## config.mk

```make
export PLATFORM = sky130hd
export DESIGN_NAME = spike_train_monitor
export DESIGN_NICKNAME = d
export VERILOG_FILES = /design/src/rtl/spike_train_monitor_pkg.sv /design/src/rtl/spike_train_monitor_edge.sv /design/src/rtl/spike_train_monitor.sv
export SDC_FILE = /design/constraint.sdc
export NUM_CORES = 1
export LEC_CHECK = 0
export CAP_MARGIN = 20
export CORE_MARGIN = 5
export CORE_UTILIZATION = 31
export CTS_BUF_LIST = sky130_fd_sc_hd__clkbuf_16
export DETAILED_ROUTE_END_ITERATION = 8
export PLACE_DENSITY = 0.49
export SLEW_MARGIN = 20
export SYNTH_ARGS = -nofsm -noshare
export SYNTH_HDL_FRONTEND = slang
export SYNTH_SLANG_ARGS = --single-unit
```

## constraint.sdc

```tcl
create_clock -name clk -period 2.7 [get_ports clk]
set_input_delay 0.405 -clock clk [delete_from_list [all_inputs] [get_ports clk]]
set_output_delay 0.405 -clock clk [all_outputs]
set_load 0.01 [all_outputs]
```

## src/rtl/spike_train_monitor_pkg.sv

```systemverilog
// Shared types and helpers for the spike-train monitor: FSM state encoding,
// default widths and the saturating increment used by the window and ISI counters.
package spike_train_monitor_pkg;

    typedef enum logic {
        ST_IDLE = 1'b0,
        ST_RUN  = 1'b1
    } state_t;

    localparam int DEF_WIN_W = 8;
    localparam int DEF_CNT_W = 8;
    localparam int DEF_ISI_W = 8;

    // Adds step to val and clamps the result at max; widths up to 32 bits.
    function automatic logic [31:0] sat_inc(
        input logic [31:0] val,
        input logic [31:0] step,
        input logic [31:0] max
    );
        logic [32:0] sum;
        sum = {1'b0, val} + {1'b0, step};
        return (sum > {1'b0, max}) ? max : sum[31:0];
    endfunction

endpackage

```

## src/rtl/spike_train_monitor_edge.sv

```systemverilog
// Registered rising-edge detector: pulse is high for the first cycle the level
// is seen high. The history register runs every cycle, independent of any FSM.
module spike_edge_detect (
    input  logic clk,
    input  logic rst,
    input  logic level,
    output logic pulse
);

    logic prev;

    always_ff @(posedge clk) begin
        if (rst) begin
            prev <= 1'b0;
        end else begin
            prev <= level;
        end
    end

    assign pulse = level & ~prev;

endmodule

```

## src/rtl/spike_train_monitor.sv

```systemverilog
// Counts spike edges per programmable window and publishes the rate, and in
// parallel measures the interval between consecutive spike edges.
module spike_train_monitor
    import spike_train_monitor_pkg::*;
#(
    parameter int WIN_W = DEF_WIN_W,
    parameter int CNT_W = DEF_CNT_W,
    parameter int ISI_W = DEF_ISI_W
) (
    input  logic             clk,
    input  logic             rst,
    input  logic             enable,
    input  logic             spike_in,
    input  logic [WIN_W-1:0] window_len,
    output logic [CNT_W-1:0] rate_out,
    output logic             rate_valid,
    output logic [ISI_W-1:0] isi_out,
    output logic             isi_valid,
    output logic             isi_ovf,
    output logic             busy
);

    localparam logic [CNT_W-1:0] CNT_TOP = '1;
    localparam logic [ISI_W-1:0] ISI_TOP = '1;

    state_t           state;
    state_t           state_next;
    logic             spike_edge;
    logic [WIN_W-1:0] win_cnt;
    logic [CNT_W-1:0] spike_cnt;
    logic [CNT_W-1:0] cnt_next;
    logic [ISI_W-1:0] isi_cnt;
    logic [ISI_W-1:0] isi_next;
    logic             isi_sat;
    logic             isi_armed;
    logic             win_close;
    logic             start;

    spike_edge_detect u_edge (
        .clk   (clk),
        .rst   (rst),
        .level (spike_in),
        .pulse (spike_edge)
    );

    assign cnt_next  = CNT_W'(sat_inc(32'(spike_cnt), 32'(spike_edge), 32'(CNT_TOP)));
    assign isi_next  = ISI_W'(sat_inc(32'(isi_cnt), 32'd1, 32'(ISI_TOP)));
    assign isi_sat   = (isi_cnt == ISI_TOP);
    assign win_close = (win_cnt == '0);
    assign start     = enable && (window_len != '0);

    always_ff @(posedge clk) begin
        if (rst) begin
            state <= ST_IDLE;
        end else begin
            state <= state_next;
        end
    end

    always_comb begin
        state_next = state;
        case (state)
            ST_IDLE: begin
                if (start) begin
                    state_next = ST_RUN;
                end
            end
            ST_RUN: begin
                if (!enable) begin
                    state_next = ST_IDLE;
                end else if (win_close && (window_len == '0)) begin
                    state_next = ST_IDLE;
                end
            end
            default: state_next = ST_IDLE;
        endcase
    end

    always_comb begin
        busy = (state == ST_RUN);
    end

    always_ff @(posedge clk) begin
        if (rst) begin
            win_cnt    <= '0;
            spike_cnt  <= '0;
            isi_cnt    <= '0;
            isi_armed  <= 1'b0;
            rate_out   <= '0;
            rate_valid <= 1'b0;
            isi_out    <= '0;
            isi_valid  <= 1'b0;
            isi_ovf    <= 1'b0;
        end else begin
            rate_valid <= 1'b0;
            isi_valid  <= 1'b0;
            if (state == ST_IDLE) begin
                isi_armed <= 1'b0;
                if (start) begin
                    win_cnt   <= window_len - 1'b1;
                    spike_cnt <= '0;
                    isi_cnt   <= '0;
                end
            end else if (!enable) begin
                // Abandoned window: counts are discarded, published outputs hold.
                isi_armed <= 1'b0;
            end else begin
                if (win_close) begin
                    rate_out   <= cnt_next;
                    rate_valid <= 1'b1;
                    spike_cnt  <= '0;
                    win_cnt    <= window_len - 1'b1;
                end else begin
                    spike_cnt <= cnt_next;
                    win_cnt   <= win_cnt - 1'b1;
                end

                // The first edge after entering RUN only arms the interval timer.
                if (spike_edge) begin
                    if (isi_armed) begin
                        isi_out   <= isi_next;
                        isi_ovf   <= isi_sat;
                        isi_valid <= 1'b1;
                    end
                    isi_cnt   <= '0;
                    isi_armed <= 1'b1;
                end else begin
                    isi_cnt <= isi_next;
                end
            end
        end
    end

endmodule

```

# After elaboration in Yosys (flattened, before gate mapping)
# Index checks and enable logic that the tools add are counted.
# word_totals
romBits	0
wordCells	54
reg_bits	46
output_inout_bits	20
mem_bits_rw	0
latchBits	0
memories	0
# op_classes
shifts	0
n_bitwise	5
add_sub_neg	4
reduce_logical	11
n_mux	19
magnitude_cmp	2
div	0
multipliers	0
eq_ne	2
# ops
op	n
$mux 8	13
$gt 9x8->1 const B	2
$logic_not 8->1	2
$sub 8x1->8 const B	2
$add 8x1->9	1
$add 8x1->9 const B	1
$eq 8x8->1 const B	1
$reduce_bool 8->1	1
$mux 1	5
$not 1->1	4
$reduce_and 4->1	1
$reduce_or 4->1	1
$reduce_and 3->1	1
$reduce_or 3->1	1
$logic_and 1x1->1	2
$ne 2x2->1 const B	1
$pmux 1 s2	1
$reduce_and 2->1	1
$reduce_bool 2->1	1
$and 1x1->1	1

# Longest topological paths before layout
# Gate-level depths: netlist of the first run.
# logic_depth
ltp_word	8
ltp_mapped	8
ltp_nobuf	7

# Modules after synthesis
# A second synthesis of the first run with hierarchy kept.
# hier_totals
cells_unflattened	315
hier_area_um2	2519.9
# modules_own_cells
module	area_each_um2	n_inst	cells_each
spike_train_monitor	2472.4	1	312
spike_edge_detect	47.5	1	3

# Worst setup path before layout of the first run
# No wires, ideal clock.
# synth_timing
path_kind	input port to flip-flop
start	in spike_in
end	reg spike_cnt[2]
path_slack_ps	660
t_required_ps	2629
t_arrival_ps	1969
stages	8
setup_time_ps	71
cell_sequence	nor2b_1 ha_1 nand4_1 nor2_1 and3_1 clkbuf_1 o21ai_0 a21oi_1
# synth_via
elab_chain_len	7
# synth_lines
element	line_no	text
from (decl)	spike_train_monitor.sv:13	input logic spike_in,
$and 1x1->1 *	spike_train_monitor_edge.sv:20	assign pulse = level & ~prev;
$add 8x1->9 *	spike_train_monitor_pkg.sv:21	sum = {1'b0, val} + {1'b0, step};
$gt 9x8->1	spike_train_monitor_pkg.sv:22	return (sum > {1'b0, max}) ? max : sum[31:0];
$mux 8 *	spike_train_monitor_pkg.sv:22	
$mux 8 *	spike_train_monitor.sv:108	if (win_close) begin
$mux 8 *	spike_train_monitor.sv:104	end else if (!enable) begin
$mux 8 *	spike_train_monitor.sv:97	if (state == ST_IDLE) begin
to (signal assigned)	spike_train_monitor.sv:114	spike_cnt <= cnt_next;
to (decl)	spike_train_monitor.sv:30	logic [CNT_W-1:0] spike_cnt;
# Every way passes the cells marked *; elsewhere a longest branch is shown, timed or not. The select of a mux whose other input is x is not followed.
# A chain may end at the register's enable or synchronous reset.

# Worst setup path in the final report of the first run
# layout_timing
start	in window_len[5]
end	reg win_cnt[5]
# layout_via
elab_chain_len	4
word_cells_on_any_way	9
classes_between	add/sub: 1; mux: 4; reduce/logical: 4
# layout_lines
element	line_no	text
from (decl)	spike_train_monitor.sv:14	input logic [WIN_W-1:0] window_len,
$sub 8x1->8 / $reduce_bool 8->1 (equally long branches)	spike_train_monitor.sv:100, spike_train_monitor.sv:112, spike_train_monitor.sv:50	
$mux 8 / $logic_and 1x1->1 (equally long branches)	spike_train_monitor.sv:108, spike_train_monitor.sv:50	
$mux 8 / $reduce_bool 2->1 (equally long branches)	n/a	
$mux 8 / $reduce_and 2->1 (equally long branches)	n/a	
to (signal assigned)	spike_train_monitor.sv:100	win_cnt <= window_len - 1'b1;
to (signal assigned)	spike_train_monitor.sv:112	win_cnt <= window_len - 1'b1;
to (signal assigned)	spike_train_monitor.sv:115	win_cnt <= win_cnt - 1'b1;
to (decl)	spike_train_monitor.sv:29	logic [WIN_W-1:0] win_cnt;
# Several ways; a longest one is shown, not always the timed one. The select of a mux whose other input is x is not followed.

==> qor.yml, run 1 <==
pwr:
  power_uw: 1500
  p_leak_uw: 0.00113
  cellPowerDensity_nw_per_um2: 471
  ir_drop_mv: 0.247
synth:
  syn_nets: 340
  yosys.area_share.simple: 0.267
  postSynthAreaPerCell_um2: 7.90
  synth-xor-area-share: 0.0346
  synth_top_family_by_area: "simple AND/OR/NAND/NOR gates"
  synth_edf_count: 0
  synth_cell_types: 48
  muxShareOfSynthArea: 0.0287
  yosys_register_bits: 46
  synth-adder-area-share: 0.0396
  synth_compound_area_frac: 0.227
  yosysWarnings: 0
  yosys_most_used_dff: "dfxtp_1"
  ys_seq_area_frac: 0.364
  async_flop_share: 0
  syn_area_um2: 2530
  syn-instance-count: 320
worst_setup_path:
  crit_chain: "clkdlybuf4s50_1, or4_4, o41ai_4, buf_4, nor3_1, a31oi_1, a21oi_1"
  critPathLaunchType: "input pin"
  worstSetupPathType: "in2reg"
  cp.depth: 7
  cp_top_family: "buffers and inverters"
  cpPeakStageDelay_ns: 0.56
  reg2reg_slack_ns: 0.54
  slowest_stage: "or4_4"
  critical_path_required_ns: 2.85
  cp.arrival_ns: 2.38
  timing.rr.end: "win_cnt[1]"
  path_buf_inv: 2
  rr_worst_depth: 8
  crit_path_max_fanout: 11
  cp-end-kind: "flop"
  r2r_start: "win_cnt[0]"
drt:
  dr_wl_met3_um: 217
  drt-met1-wl_um: 3210
  wire_per_inst_um: 14.4
  routed_wl_um: 6730
  top_layer: "met4"
  vias: 2440
  final_antenna_net_count: 0
  initialDrtViolationCount: 140
  drc: 0
  vias_per_cell: 5.21
  met2_length_um: 3250
  dr.pass1.iters: 4
clocking:
  clk_pin_slew_ns: 0.06
  htree_levels: 2
  cts_setup_buffers: 0
  clk_latency_ns: 0.28
  root_buffer: "clkbuf_16"
  ctsResizeCount: 0
  cts_tree: "built"
  clock_path_buffers: 2
  cts_buffers: 5
  cts_hold_buffers: 0
  cts_sinks: 46
run:
  drv_cap: 0
timing:
  tns_ns: 0
  report.final.slew_viol_count: 0
  post-route-period-util: 0.827
  fin_ws_ns: 0.468
  fmaxAchievable_mhz: 448
  fin_worst_skew_ns: 0.00357
  maxSlewHeadroom: 0.652
  rsz0062_at_grt: "false"
  fin_crit_ns: 2.23
  hold_viol: 0
  worstMarginPinSlew_ns: 0.523
  setup_viol: 0
min_path:
  worstHoldPathType: "reg2reg"
  hold_path_depth: 2
  hp-start: "isi_out[6]"
  hold-path-endpoint: "isi_out[6]"
die:
  dieWidth_um: 100
  pin_count: 32
  dieArea_um2: 10100
  die_h_um: 100
  core_area_um2: 8090
  num_rows: 33
  initial_utilization: 0.312
status:
  status: "completed"
layout:
  syn2layout_area_growth_pct: 26.4
  antennaDiodeCount: 0
  fin_nets: 383
  drive_gt1_frac: 0.0937
placed_design:
  port_buffers: 31
  pre_cts_slack_ns: 0.192
  place_hpwl_um: 4880
  gp_congestion: 0.807
grt:
  grt_pass1_vias: 2348
  grt_pass1_wl_um: 11400
  grt-ovfl-total: 0
  antenna_found_initial: 0
  grt_util_all_layers: 0.139
  grt_max_degree: 40
==> kinds of logic after synthesis <==
| kind of cell | count (synthesis) |
|---|---|
| AND/OR/NAND/NOR | 133 |
| XOR/XNOR | 10 |
| multiplexers | 7 |
| flip-flops | 46 |
| buffers and inverters | 24 |
| AO/OA/AOI/OAI | 92 |
| adder cells (fa/ha/maj) | 8 |
==> worst reg2reg max path: stages, from the launching register on <==
cell and delay [ns]:
dfxtp_1 0.32, inv_1 0.11, ha_1 0.18, or3b_2 0.50
o21ai_2 0.31, buf_4 0.26, mux2i_1 0.21, nand2_1 0.07
a21oi_1 0.13
==> worst max-delay path by stage <==
| stage | start | to | slack, ns |
|---|---|---|---|
| finish | window_len[5] | win_cnt[5] | 0.47 |
| global placement | window_len[5] | win_cnt[5] | 0.24 |
| CTS | window_len[5] | win_cnt[5] | 0.49 |
| global route | win_cnt[0] | win_cnt[1] | 0.36 |
| detailed placement | window_len[5] | win_cnt[5] | 0.19 |
| floorplan | spike_in | spike_cnt[2] | 0.66 |
==> cell usage after synthesis (2+ instances only) <==
master	count	area, µm²
nor3b_1	4	30.0
nand2b_1	5	31.3
and2_1	6	37.5
nand3b_1	3	22.5
nand3_1	8	40.0
nor2b_1	7	43.8
nor3_1	15	75.1
xnor2_1	7	61.3
dfxtp_1	46	921
a22oi_1	2	15.0
mux2i_1	5	50.1
or4_1	2	15.0
clkbuf_1	11	41.3
and3_1	6	37.5
nor4_1	3	18.8
nor2_1	28	105
a311oi_1	3	26.3
xor2_1	3	26.3
nor4b_1	3	26.3
nand4_1	4	25.0
a21oi_1	33	165
inv_1	7	26.3
o21ai_0	26	130
mux2_2	2	22.5
a211oi_1	3	22.5
o211ai_1	5	37.5
nand2_1	35	131
o22ai_1	2	12.5
buf_2	4	20.0
a31oi_1	5	31.3
a21o_1	3	22.5
ha_1	8	100
==> routing by layer <==
layer,vias to the layer above,track usage
met2,42,0.235
met3,4,0.0257
met5,-,0
met1,1154,0.183
li1,1240,-
met4,0,0.0342
==> cell type report <==
cell class	instances	area, µm²
fillers	856	4900
multi-input cells	250	1510
flip-flops and latches	46	921
repair buffers	53	475
well taps	105	131
clock buffers	5	125
inverters	7	26.3
clock inverters	2	7.51
==> flip-flops by register name (all words and copies together), names as in the netlist, 8 cells and up <==
| signal | cells |
|---|---|
| isi_out | 8 |
| spike_cnt | 8 |
| rate_out | 8 |
| win_cnt | 8 |
| isi_cnt | 8 |
==> cell usage in the layout, fill, tap and decap left out, types with 4 or more instances in the layout <==
| master | count |
|---|---|
| clkdlybuf4s50_1 | 31 |
| xnor2_1 | 7 |
| dfxtp_1 | 46 |
| ha_1 | 8 |
| nor2b_1 | 7 |
| buf_4 | 22 |
| nor3b_1 | 4 |
| nand2_1 | 35 |
| o211ai_1 | 5 |
| and2_1 | 6 |
| clkbuf_16 | 5 |
| nand2b_1 | 5 |
| a21oi_1 | 33 |
| mux2i_1 | 5 |
| nor2_1 | 28 |
| and3_1 | 6 |
| a31oi_1 | 5 |
| inv_1 | 9 |
| nand4_1 | 4 |
| nor3_1 | 15 |
| o21ai_0 | 26 |
| nand3_1 | 8 |
==> where the power goes <==
| part | internal, µW | leakage, µW | switching, µW |
|---|---|---|---|
| Sequential | 696 | 0.000373 | 18.3 |
| Combinational | 94.4 | 0.000681 | 116 |
| Clock | 332 | 0.0000723 | 248 |
| Total | 1120 | 0.00113 | 382 |
==> stage by stage <==
step,util,hold WS [ns],area [µm²],instances
floorplan,-,0.453,2530,320
global placement,0.378,0.444,3060,461
detailed placement,0.378,0.447,3060,461
CTS,0.395,0.455,3200,468
global route,0.395,0.470,3200,468
finish,0.395,0.453,3200,468
Power figures use the tool's default switching activity.
==> run 2, diff against run 1 <==
--- a/config.mk
+++ b/config.mk
@@ -10,7 +10,7 @@
 export CORE_UTILIZATION = 31
 export CTS_BUF_LIST = sky130_fd_sc_hd__clkbuf_16
 export DETAILED_ROUTE_END_ITERATION = 8
-export PLACE_DENSITY = 0.49
+export PLACE_DENSITY = 0.5
 export SLEW_MARGIN = 20
 export SYNTH_ARGS = -nofsm -noshare
 export SYNTH_HDL_FRONTEND = slang
==> constraint.sdc (replaced) <==
create_clock -name clk -period 1.89 [get_ports clk]
set_input_delay 0.2835 -clock clk [delete_from_list [all_inputs] [get_ports clk]]
set_output_delay 0.2835 -clock clk [all_outputs]
set_load 0.01 [all_outputs]
==> run 2 against run 1 <==
Flip-flop and latch count is the same. Register-to-register slack lost 0.47 ns. Non-clock buffer count grew 38. Cell count grew 8.3%. Critical path type unchanged. Die area is the same. Sequential power grew 43%. Critical endpoint is now isi_cnt[6]. First-iteration DRC count shrank 30%.
==> qor.yml, run 2 (synthesized netlist as in run 1, its figures left out) <==
layout:
  layout.cells.most_common_list: "51 x buf_4, 45 x dfxtp_1, 35 x nand2_1"
  multi_input_area_um2: 1630
  final_common_cell: "buf_4"
  n_fill_cell: 838
  fin_area_um2: 3700
  fin_util: 0.457
  fin_nets: 421
  antennaDiodeCount: 0
  seqCellArea_um2: 922
  final_cells: 507
  drive_gt1_frac: 0.231
  syn2layout_area_growth_pct: 46.4
clocking:
  cts_hold_buffers: 0
  htree_levels: 2
  root_buffer: "clkbuf_16"
  clk_latency_ns: 0.28
  clk_pin_slew_ns: 0.06
  cts_buffers: 5
  clock_path_buffers: 2
  cts_sinks: 46
  cts_tree: "built"
worst_setup_path:
  cp.arrival_ns: 2.02
  worstSetupPathType: "in2reg"
  cp-end-kind: "flop"
  crit_chain: "clkdlybuf4s15_1, or4_4, o41a_4, o21ai_1, mux2i_1, a211oi_1"
  path_buf_inv: 1
  critical_path_required_ns: 2.09
  cpPeakStageDelay_ns: 0.58
  crit_path_max_fanout: 8
  cp_top_family: "compound AO/OA/AOI/OAI gates"
  critPathLaunchType: "input pin"
  slowest_stage: "or4_4"
drt:
  routed_wl_um: 7070
  initialDrtViolationCount: 98
  dr.pass1.iters: 4
  vias: 2617
  wire_per_inst_um: 13.9
  vias_per_cell: 5.16
  drc: 0
  final_antenna_net_count: 0
timing:
  maxSlewHeadroom: 0.684
  setup_viol: 0
  worstMarginPinSlew_ns: 0.473
  tns_ns: 0
  hold_viol: 0
  fmaxAchievable_mhz: 548
  report.final.slew_viol_count: 0
  fin_crit_ns: 1.82
  post-route-period-util: 0.965
  fin_worst_skew_ns: 0.00180
grt:
  grt_pass1_vias: 2475
  grt_util_all_layers: 0.139
  antenna_found_initial: 0
  grt_pass1_wl_um: 11400
  grt-ovfl-total: 0
  grt_max_degree: 40
pwr:
  power_uw: 2270
  p_leak_uw: 0.00138
  cellPowerDensity_nw_per_um2: 614
  ir_drop_mv: 0.309
run:
  drv_cap: 0
placed_design:
  dpl-instance-area_um2: 3340
  port_buffers: 31
  gp_congestion: 0.796
  place_hpwl_um: 4960
  placed_cells: 489
die:
  core_area_um2: 8090
  initial_utilization: 0.312
  num_rows: 33
  die_h_um: 100
  pin_count: 32
  dieWidth_um: 100
  dieArea_um2: 10100
min_path:
  worstHoldPathType: "in2reg"
status:
  status: "completed"
[run 2: cell types whose count changed in the layout (fill, tap and decap cells not counted), sizes merged]
| cell | change |
|---|---|
| clkdlybuf4s50 | -6 |
| clkbuf | +1 |
| inv | -2 |
| buf | +37 |
| clkdlybuf4s15 | +3 |
| clkinv | +3 |
| dlygate4sd2 | +2 |
| dlymetal6s2s | +1 |
[run 2: final timing paths]
kind,start,endpoint,slack (ns),depth (start not counted)
setup reg to reg,win_cnt[4],win_cnt[4],0.07,7
setup / recovery,window_len[4],isi_cnt[6],0.07,6
hold reg to reg,rate_out[6],rate_out[6],0.45,2
hold / removal,spike_in,u_edge.prev,0.27,2
[run 2: final cells by class]
cell class	count	share of cell area
clock buffers	5	0.0338
clock inverters	3	0.00304
inverters	7	0.00710
multi-input cells	250	0.441
flip-flops and latches	46	0.249
well taps	105	0.0355
repair buffers	91	0.230
[run 2: per-layer routing]
layer,global-route usage,vias to the layer above,routed length [µm],part of all wire
li1,-,1323,-,-
met1,0.179,1249,3390,0.48
met2,0.236,38,3370,0.48
met3,0.0264,7,223,0.032
met4,0.0373,0,83,0.012
met5,0,-,0,0
[run 2: power breakdown]
part,leakage [µW],switching [µW],internal [µW],total [µW]
logic,0.000940,201,216,417
registers,0.000373,24.0,995,1020
clock network,0.0000663,359,477,836
total,0.00138,585,1690,2270
[run 2: timing repair]
action                                  in CTS  in global routing
cloned                                       0                  1
pin swaps                                    5                 13
resized for setup                           18                 27
endpoints found under the setup margin      33                 27
setup buffers                                5                  5
[run 2: worst register-to-register path, cell delays in order, from the launching register on]
cell and delay (ns):
dfxtp_1 0.36, or4_1 0.63, o21ai_4 0.20, buf_12 0.15, buf_4 0.13, o21a_1 0.12
o22ai_1 0.08, nor2_1 0.09
[run 2: per-stage QoR]
stage | hold slack, ns | setup slack [ns]
finish | 0.268 | 0.0655
global route | 0.283 | -0.0124
CTS | 0.456 | 0.0101
detailed placement | 0.449 | -0.522
global placement | 0.442 | -0.490
floorplan | 0.400 | 0.00778
==> run 3, diff against run 2 <==
--- a/config.mk
+++ b/config.mk
@@ -7,10 +7,10 @@
 export LEC_CHECK = 0
 export CAP_MARGIN = 20
 export CORE_MARGIN = 5
-export CORE_UTILIZATION = 31
+export CORE_UTILIZATION = 45
 export CTS_BUF_LIST = sky130_fd_sc_hd__clkbuf_16
 export DETAILED_ROUTE_END_ITERATION = 8
-export PLACE_DENSITY = 0.5
+export PLACE_DENSITY = 0.69
 export SLEW_MARGIN = 20
 export SYNTH_ARGS = -nofsm -noshare
 export SYNTH_HDL_FRONTEND = slang
==> run 3 against run 2 <==
Cell count down 7.5%. Largest power group unchanged. Via count rose by 1.7%. Clock power shrank 1%. Combinational power shrank 7.9%. Fmax rose by 0.30%. First-iteration DRC count increased to 2.5 times the previous value. Worst hold slack gained 0.0011 ns. Total power decreased by 1.9%. Count of clock-buffer cells in the layout unchanged. Largest cell class unchanged. Sequential power hardly changed.
==> qor.yml, run 3 (synthesized netlist as in run 1, its figures left out) <==
status:
  status: "completed"
die:
  initial_utilization: 0.462
  dieArea_um2: 7220
  num_rows: 27
  die_h_um: 85.0
  pin_count: 32
  core_area_um2: 5470
  dieWidth_um: 85.0
drt:
  wire_per_inst_um: 14.8
  dr.pass1.iters: 5
  vias: 2661
  drt-met1-wl_um: 3090
  initialDrtViolationCount: 245
  final_antenna_net_count: 0
  top_layer: "met4"
  dr_wl_met3_um: 329
  vias_per_cell: 5.67
  drc: 0
  routed_wl_um: 6950
  met2_length_um: 3480
grt:
  grt_pass1_vias: 2478
  grt_util_all_layers: 0.187
  grt-ovfl-total: 0
  antenna_found_initial: 0
  grt_max_degree: 17
  grt_pass1_wl_um: 11300
timing:
  worst_hold_slack_ns: 0.270
  fmaxAchievable_mhz: 550
  setup_viol: 0
  report.final.slew_viol_count: 0
  fin_crit_ns: 1.82
  worstMarginPinSlew_ns: 0.490
  maxSlewHeadroom: 0.670
  fin_worst_skew_ns: 0.00516
  hold_viol: 0
  post-route-period-util: 0.962
layout:
  syn2layout_area_growth_pct: 40.8
  antennaDiodeCount: 0
  layout.cells.most_common_list: "49 x buf_4, 45 x dfxtp_1, 35 x nand2_1"
  fin_nets: 417
  drive_gt1_frac: 0.217
  n_fill_cell: 499
  final_common_cell: "buf_4"
worst_setup_path:
  critPathLaunchType: "input pin"
  worstSetupPathType: "in2reg"
  critical_path_required_ns: 2.06
  reg2reg_slack_ns: 0.08
  cp-end-kind: "flop"
  cp.arrival_ns: 1.99
  crit_path_max_fanout: 4
placed_design:
  port_buffers: 31
  place_hpwl_um: 4810
  gp_congestion: 0.848
pwr:
  power_uw: 2230
  cellPowerDensity_nw_per_um2: 626
  ir_drop_mv: 0.467
  p_leak_uw: 0.00135
clocking:
  root_buffer: "clkbuf_16"
  clock_path_buffers: 2
  cts_buffers: 5
  htree_levels: 2
  clk_pin_slew_ns: 0.06
  clk_latency_ns: 0.28
  cts_hold_buffers: 0
  cts_tree: "built"
  cts_sinks: 46
run:
  drv_cap: 0
min_path:
  worstHoldPathType: "in2reg"
## run 3: cell types whose count changed in the layout (fill, tap and decap cells not counted), sizes merged
cell	change
clkdlybuf4s15	-2
dlygate4sd2	+2
dlymetal6s2s	+1
clkdlybuf4s50	-1
buf	-3
clkbuf	-1
inv	+2
clkinv	-3
## run 3: cell type report
cell class | count | area, µm² | share of cell area
clock buffers | 5 | 125 | 0.0351
clock inverters | 2 | 7.51 | 0.00211
inverters | 7 | 26.3 | 0.00738
multi-input cells | 250 | 1610 | 0.453
flip-flops and latches | 46 | 922 | 0.259
well taps | 72 | 90.1 | 0.0253
repair buffers | 87 | 774 | 0.218
## run 3: path summary, 6_finish.rpt
kind	startpoint	endpoint	depth (start not counted)
worst max-delay path	window_len[3]	win_cnt[5]	8
worst min register to register	rate_out[6]	rate_out[6]	2
worst min-delay path	spike_in	u_edge.prev	2
worst max register to register	win_cnt[0]	win_cnt[7]	8
## run 3: through the flow
step	setup WS (ns)	setup TNS [ns]	cells	cell area [µm²]	util
after global routing	-0.000481	-0.000550	469	3560	0.650
after CTS	0.0114	0	466	3470	0.634
after floorplan	0.00778	0	320	2530	-
after global placement	-0.407	-9.75	456	3260	0.596
final	0.0711	0	469	3560	0.650
after detailed placement	-0.459	-10.69	456	3260	0.596
## run 3: critical path, cell delays in order
cell and delay (ns):
dlygate4sd2_1 0.25, or4_4 0.48, buf_4 0.16, o41ai_4 0.27, buf_4 0.21, nor3_1 0.05, a31oi_1 0.18, a21oi_1 0.09
## run 3: what timing repair did
| item | 4_1_cts | 5_1_grt |
|---|---|---|
| buffers inserted | 3 | 3 |
| pin swaps | 7 | 10 |
| resized for setup | 21 | 18 |
| cloned | 0 | 0 |
| setup endpoints to repair | 24 | 26 |
## run 3: layer usage
layer	GRT usage	up-vias
met5	0	-
met4	0.0590	0
met3	0.0311	8
met2	0.323	81
met1	0.237	1263
li1	-	1309
## run 3: report_power, final
group          internal (µW)  total (µW)  switching (µW)
clock network            473         825             352
registers                994        1020            24.3
logic                    190         384             194
